<file path="config.mk">
export PLATFORM = sky130hd
export DESIGN_NAME = ones_pattern_gen
export DESIGN_NICKNAME = d
export VERILOG_FILES = /design/src/rtl/ones_pattern_pkg.sv /design/src/rtl/ones_pattern_gen_tz_count.sv /design/src/rtl/ones_pattern_gen.sv
export SDC_FILE = /design/constraint.sdc
export NUM_CORES = 1
export LEC_CHECK = 0
export CELL_PAD_IN_SITES_DETAIL_PLACEMENT = 1
export CELL_PAD_IN_SITES_GLOBAL_PLACEMENT = 2
export CORE_MARGIN = 1
export CORE_UTILIZATION = 36
export DETAILED_ROUTE_END_ITERATION = 8
export PLACE_DENSITY = 0.83
export SKIP_LAST_GASP = 1
export SYNTH_ARGS = -nofsm -noshare
export SYNTH_HDL_FRONTEND = slang
export SYNTH_HIERARCHICAL = 1
export SYNTH_SLANG_ARGS = --single-unit
</file>
<file path="constraint.sdc">
create_clock -name clk -period 8.9 [get_ports clk]
set_clock_uncertainty 0.05 [all_clocks]
set_input_delay 1.78 -clock clk [delete_from_list [all_inputs] [get_ports clk]]
set_output_delay 1.78 -clock clk [all_outputs]
set_load 0.005 [all_outputs]
</file>
<file path="src/rtl/ones_pattern_pkg.sv">
// ones_pattern_pkg: shared state type and mask/popcount helpers for fixed-weight word generation
package ones_pattern_pkg;
  localparam int MAXW = 16;
  typedef enum logic {IDLE, EMIT} state_t;
  function automatic logic [MAXW-1:0] low_mask(input int k);
    logic [MAXW:0] m;
    m = ((MAXW+1)'(1) << k) - (MAXW+1)'(1);
    return m[MAXW-1:0];
  endfunction
  function automatic logic [MAXW-1:0] top_mask(input int k, input int w);
    return low_mask(k) << (w - k);
  endfunction
  function automatic int popcount(input logic [MAXW-1:0] x);
    int n;
    n = 0;
    for (int i = 0; i < MAXW; i++) n += int'(x[i]);
    return n;
  endfunction
endpackage

</file>
<file path="src/rtl/ones_pattern_gen_tz_count.sv">
// tz_count: combinational trailing-zero counter (i_x in, o_tz out; all-zero input gives WIDTH)
module tz_count #(
  parameter int WIDTH = 8,
  parameter int KW    = $clog2(WIDTH + 1)
) (
  input  logic [WIDTH-1:0] i_x,
  output logic [KW-1:0]    o_tz
);
  always_comb begin
    o_tz = KW'(WIDTH);
    for (int i = WIDTH - 1; i >= 0; i--) if (i_x[i]) o_tz = KW'(i);
  end
endmodule

</file>
<file path="src/rtl/ones_pattern_gen.sv">
// ones_pattern_gen: streams every WIDTH-bit word with exactly k_in ones, ascending, over valid/ready
// Ports: clk/rst_n clock and async active-low reset; start/k_in request; busy status;
// pattern_out/pattern_idx/valid/last/ready output stream; err pulse on k_in > WIDTH.
module ones_pattern_gen
  import ones_pattern_pkg::*;
#(
  parameter int WIDTH = 8,
  parameter int KW    = $clog2(WIDTH + 1)
) (
  input  logic             clk,
  input  logic             rst_n,
  input  logic             start,
  input  logic [KW-1:0]    k_in,
  output logic             busy,
  output logic [WIDTH-1:0] pattern_out,
  output logic             valid,
  input  logic             ready,
  output logic             last,
  output logic [WIDTH-1:0] pattern_idx,
  output logic             err
);
  state_t           r_state, w_state_nxt;
  logic [KW-1:0]    r_k;
  logic [WIDTH-1:0] r_pat, r_idx;
  logic             r_err;
  logic [KW-1:0]    w_tz;
  logic [WIDTH:0]   w_x, w_c, w_r;
  logic [WIDTH-1:0] w_nxt, w_low, w_top;
  logic             w_bad, w_accept, w_adv;
  tz_count #(.WIDTH(WIDTH), .KW(KW)) u_tz (.i_x(r_pat), .o_tz(w_tz));
  assign w_bad    = k_in > KW'(WIDTH);
  assign w_accept = r_state == IDLE && start && !w_bad;
  assign w_adv    = valid && ready && !last;
  // Gosper step: lowest set bit ripples up, displaced ones refill from bit 0
  assign w_x   = {1'b0, r_pat};
  assign w_c   = w_x & (-w_x);
  assign w_r   = w_x + w_c;
  assign w_nxt = WIDTH'(w_r | (((w_r ^ w_x) >> 2) >> w_tz));
  assign w_low = WIDTH'(low_mask(int'(k_in)));
  assign w_top = WIDTH'(top_mask(int'(r_k), WIDTH));
  always_ff @(posedge clk or negedge rst_n)
    if (!rst_n) r_state <= IDLE;
    else r_state <= w_state_nxt;
  always_comb begin
    w_state_nxt = r_state;
    if (r_state == IDLE && w_accept) w_state_nxt = EMIT;
    if (r_state == EMIT && valid && ready && last) w_state_nxt = IDLE;
  end
  always_comb begin
    busy        = r_state == EMIT;
    valid       = r_state == EMIT;
    last        = valid && r_pat == w_top;
    pattern_out = r_pat;
    pattern_idx = r_idx;
    err         = r_err;
  end
  always_ff @(posedge clk or negedge rst_n)
    if (!rst_n) begin
      r_k   <= '0;
      r_pat <= '0;
      r_idx <= '0;
      r_err <= 1'b0;
    end else begin
      r_err <= r_state == IDLE && start && w_bad;
      if (w_accept) begin
        r_k   <= k_in;
        r_pat <= w_low;
        r_idx <= '0;
      end else if (w_adv) begin
        r_pat <= w_nxt;
        r_idx <= r_idx + 1'b1;
      end
    end
endmodule

</file>
==> flow_metrics.tcl <==
set metrics [dict create \
    vias 2898 \
    die_h_um 89.8 \
    antenna_found_initial 0 \
    grt_pass1_vias 2860 \
    start_util 0.378 \
    cts_num_sinks 22 \
    drt_iter0_drc 122 \
    gp_congestion 0.831 \
    period_share 0.776 \
    die_area_um2 8060 \
    synthDistinctLibCells 77 \
    cts_tree "built" \
    io_buffers 27 \
    n_fill_cell 892 \
    placed_cell_area_um2 3060 \
    cts_setup_buffers 0 \
    r2r_cells 15 \
    period_minus_slack_ns 6.91 \
    run_status "complete, no violations" \
    ys_seq_elements 22 \
    fin_nets 397 \
    startpoint "r_k[0]" \
    hold_class "reg -> reg" \
    avgSynthCellArea_um2 7.49 \
    ctsHoldBuffers 0 \
    arrival_ns 5.08 \
    die_x_um 89.8 \
    pre_cts_slack_ns 2.28 \
    startpoint_type "flop" \
    ios 28 \
    yosysSeqAreaShare 0.199 \
    synth_edf_count 0 \
    gr-total-overflow 0 \
    cp.required_ns 7.07 \
    critPathMaxFanout 30 \
    clkTransAtPathRegs_ns 0.08 \
    dp_hpwl_um 6600 \
    final_cell_count_no_fill 477 \
    rows 31 \
    numCtsBuffers 3 \
    ys_warn_count 6 \
    critPathKind "reg -> out" \
    drive_gt1_frac 0.0714 \
    firstDrtPassIters 4 \
    core_um2 7330 \
    r2r-start "r_k[0]" \
    syn_to_final_growth_pct 11.9 \
    hold_path_end "pattern_idx[5]" \
    stdcell_area_um2 3100 \
    netlist.area_leader.share 0.199 \
    tns_ns 0 \
    leakagePower_nw 1.19 \
    min_from "pattern_idx[5]" \
    synth_cells 370 \
    place.detailed.instances 474 \
    cts_resized 0 \
    slew_headroom 0.315 \
    pwr_density_cell_nw_per_um2 420 \
    max_cap_violations 0 \
    netlist_area_um2 2770 \
    grt_pass1_wl_um 14600 \
    worst_slack_ns 1.99 \
    rsz0062_at_grt "no" \
    seq_area_um2 551 \
    postRouteAntennaNets 0 \
    synth_nets 387 \
    multiInputGateArea_um2 2020 \
    finalSetupViolCount 0 \
    ir_drop_uv 136 \
    root_buffer "clkbuf_8" \
    clk_latency_ns 0.26 \
    finalHoldViolCount 0 \
    cts.htree.levels 1 \
    drc 0 \
    end_kind "primary output" \
    reg2reg_slack_ns 3.70 \
    wl_um 8780 \
    yosys.area.top_type "dfrtp_1" \
    reg2reg_to "pattern_out[4]" \
    synth.area.top_cells "dfrtp_1 20%, nand2_1 4.9%, nor2_1 4.5%" \
    antenna_cells 0 \
    maxSlewViolCount 0 \
    viasPerCell 6.08 \
    hold_depth 1 \
    synthFlopType "dfrtp_1" \
    wl_per_cell_um 18.4 \
    track_usage 0.220 \
    clk_path_buf_depth 2 \
    worst_slew_pin_slew_ns 1.02 \
    fmax_mhz 145 \
    grt_max_degree 31 \
    async_reset_ff_frac 1.00 \
]
-- cell families after synthesis --
group / count (synthesis) / share of synthesized area
xor+xnor: 3 / 0.00948
compound gates: 117 / 0.309
flops: 22 / 0.199
mux: 17 / 0.0654
fa+ha+maj: 9 / 0.0406
buf+inv: 44 / 0.0717
simple gates: 158 / 0.305
-- sequential cells by signal (all words and copies together) (netlist names) --
signal / cells
r_k: 4
err: 1
pattern_idx: 8
pattern_out: 8
busy: 1
-- critical path, stage by stage (launching register included) --
cell and delay (ns):
dfrtp_1 0.96, inv_2 0.21, ha_1 0.35, ha_1 0.34, nand2b_1 0.15, ha_1 0.43
nor4b_1 0.30, a2bb2oi_1 0.23, nor2_1 0.07, a32oi_1 0.21, mux2_1 0.38, a2111oi_4 0.40
nand3_1 0.18, nor2_1 0.12, clkdlybuf4s50_1 0.50
-- per-stage QoR --
step | hold slack, ns | total power [W] | utilization
global route | 0.484 | 0.00142 | 0.423
global placement | 0.432 | 0.00123 | 0.418
CTS | 0.451 | 0.00130 | 0.423
floorplan | 0.432 | 0.000955 | -
detailed placement | 0.445 | 0.00123 | 0.418
finish | 0.451 | 0.00130 | 0.423
-- metal layers --
layer	part of all wire	global-route usage
met1	0.49	0.313
met2	0.47	0.366
met3	0.025	0.0135
met4	0.012	0.0451
met5	0	0
-- cell usage in the layout (no fill, tap or decap), types with 6 or more instances in the layout --
| master | count |
|---|---|
| nand2_1 | 36 |
| nor2_1 | 33 |
| clkdlybuf4s50_1 | 27 |
| o21ai_0 | 24 |
| dfrtp_1 | 22 |
| a21oi_1 | 21 |
| inv_1 | 18 |
| nand3_1 | 15 |
| nor3_1 | 11 |
| mux2i_1 | 11 |
| a31oi_1 | 10 |
| o211ai_1 | 9 |
| ha_1 | 9 |
| nand3b_1 | 8 |
| nand2b_1 | 7 |
| nand4_1 | 6 |
-- area by class of cell --
type                       count  share of cell area
inverter                      19              0.0230
sequential                    22               0.177
clock buffer                   3              0.0133
multi-input combinational    304               0.652
tap                           99              0.0399
timing repair buffer          30              0.0944
-- cells in the mapped netlist, drive strengths merged (5+ instances only) --
master and number:
nand2b 7, nor3 11, nor2b 5, nand3 16
nand3b 8, dfrtp 22, o211ai 9, inv 19
nor3b 6, or4 5, ha 9, mux2 6
nand4 7, nand2 36, a31oi 10, o21ai 25
nor2 34, mux2i 11, and2 6, a21oi 21
buf 11, clkbuf 14
-- worst max-delay path by stage --
stage,end,cells past startpoint
floorplan,last,14
global placement,last,14
detailed placement,last,14
CTS,last,14
global route,last,14
finish,last,14
-- report_power, final --
group          internal (W)  leakage [nW]  switching, W
logic              0.000429         0.910      0.000545
registers          0.000141         0.262      0.000126
clock network     0.0000302        0.0216     0.0000312
total              0.000600          1.19      0.000702
Note: power is estimated with default switching activity, not from simulation.
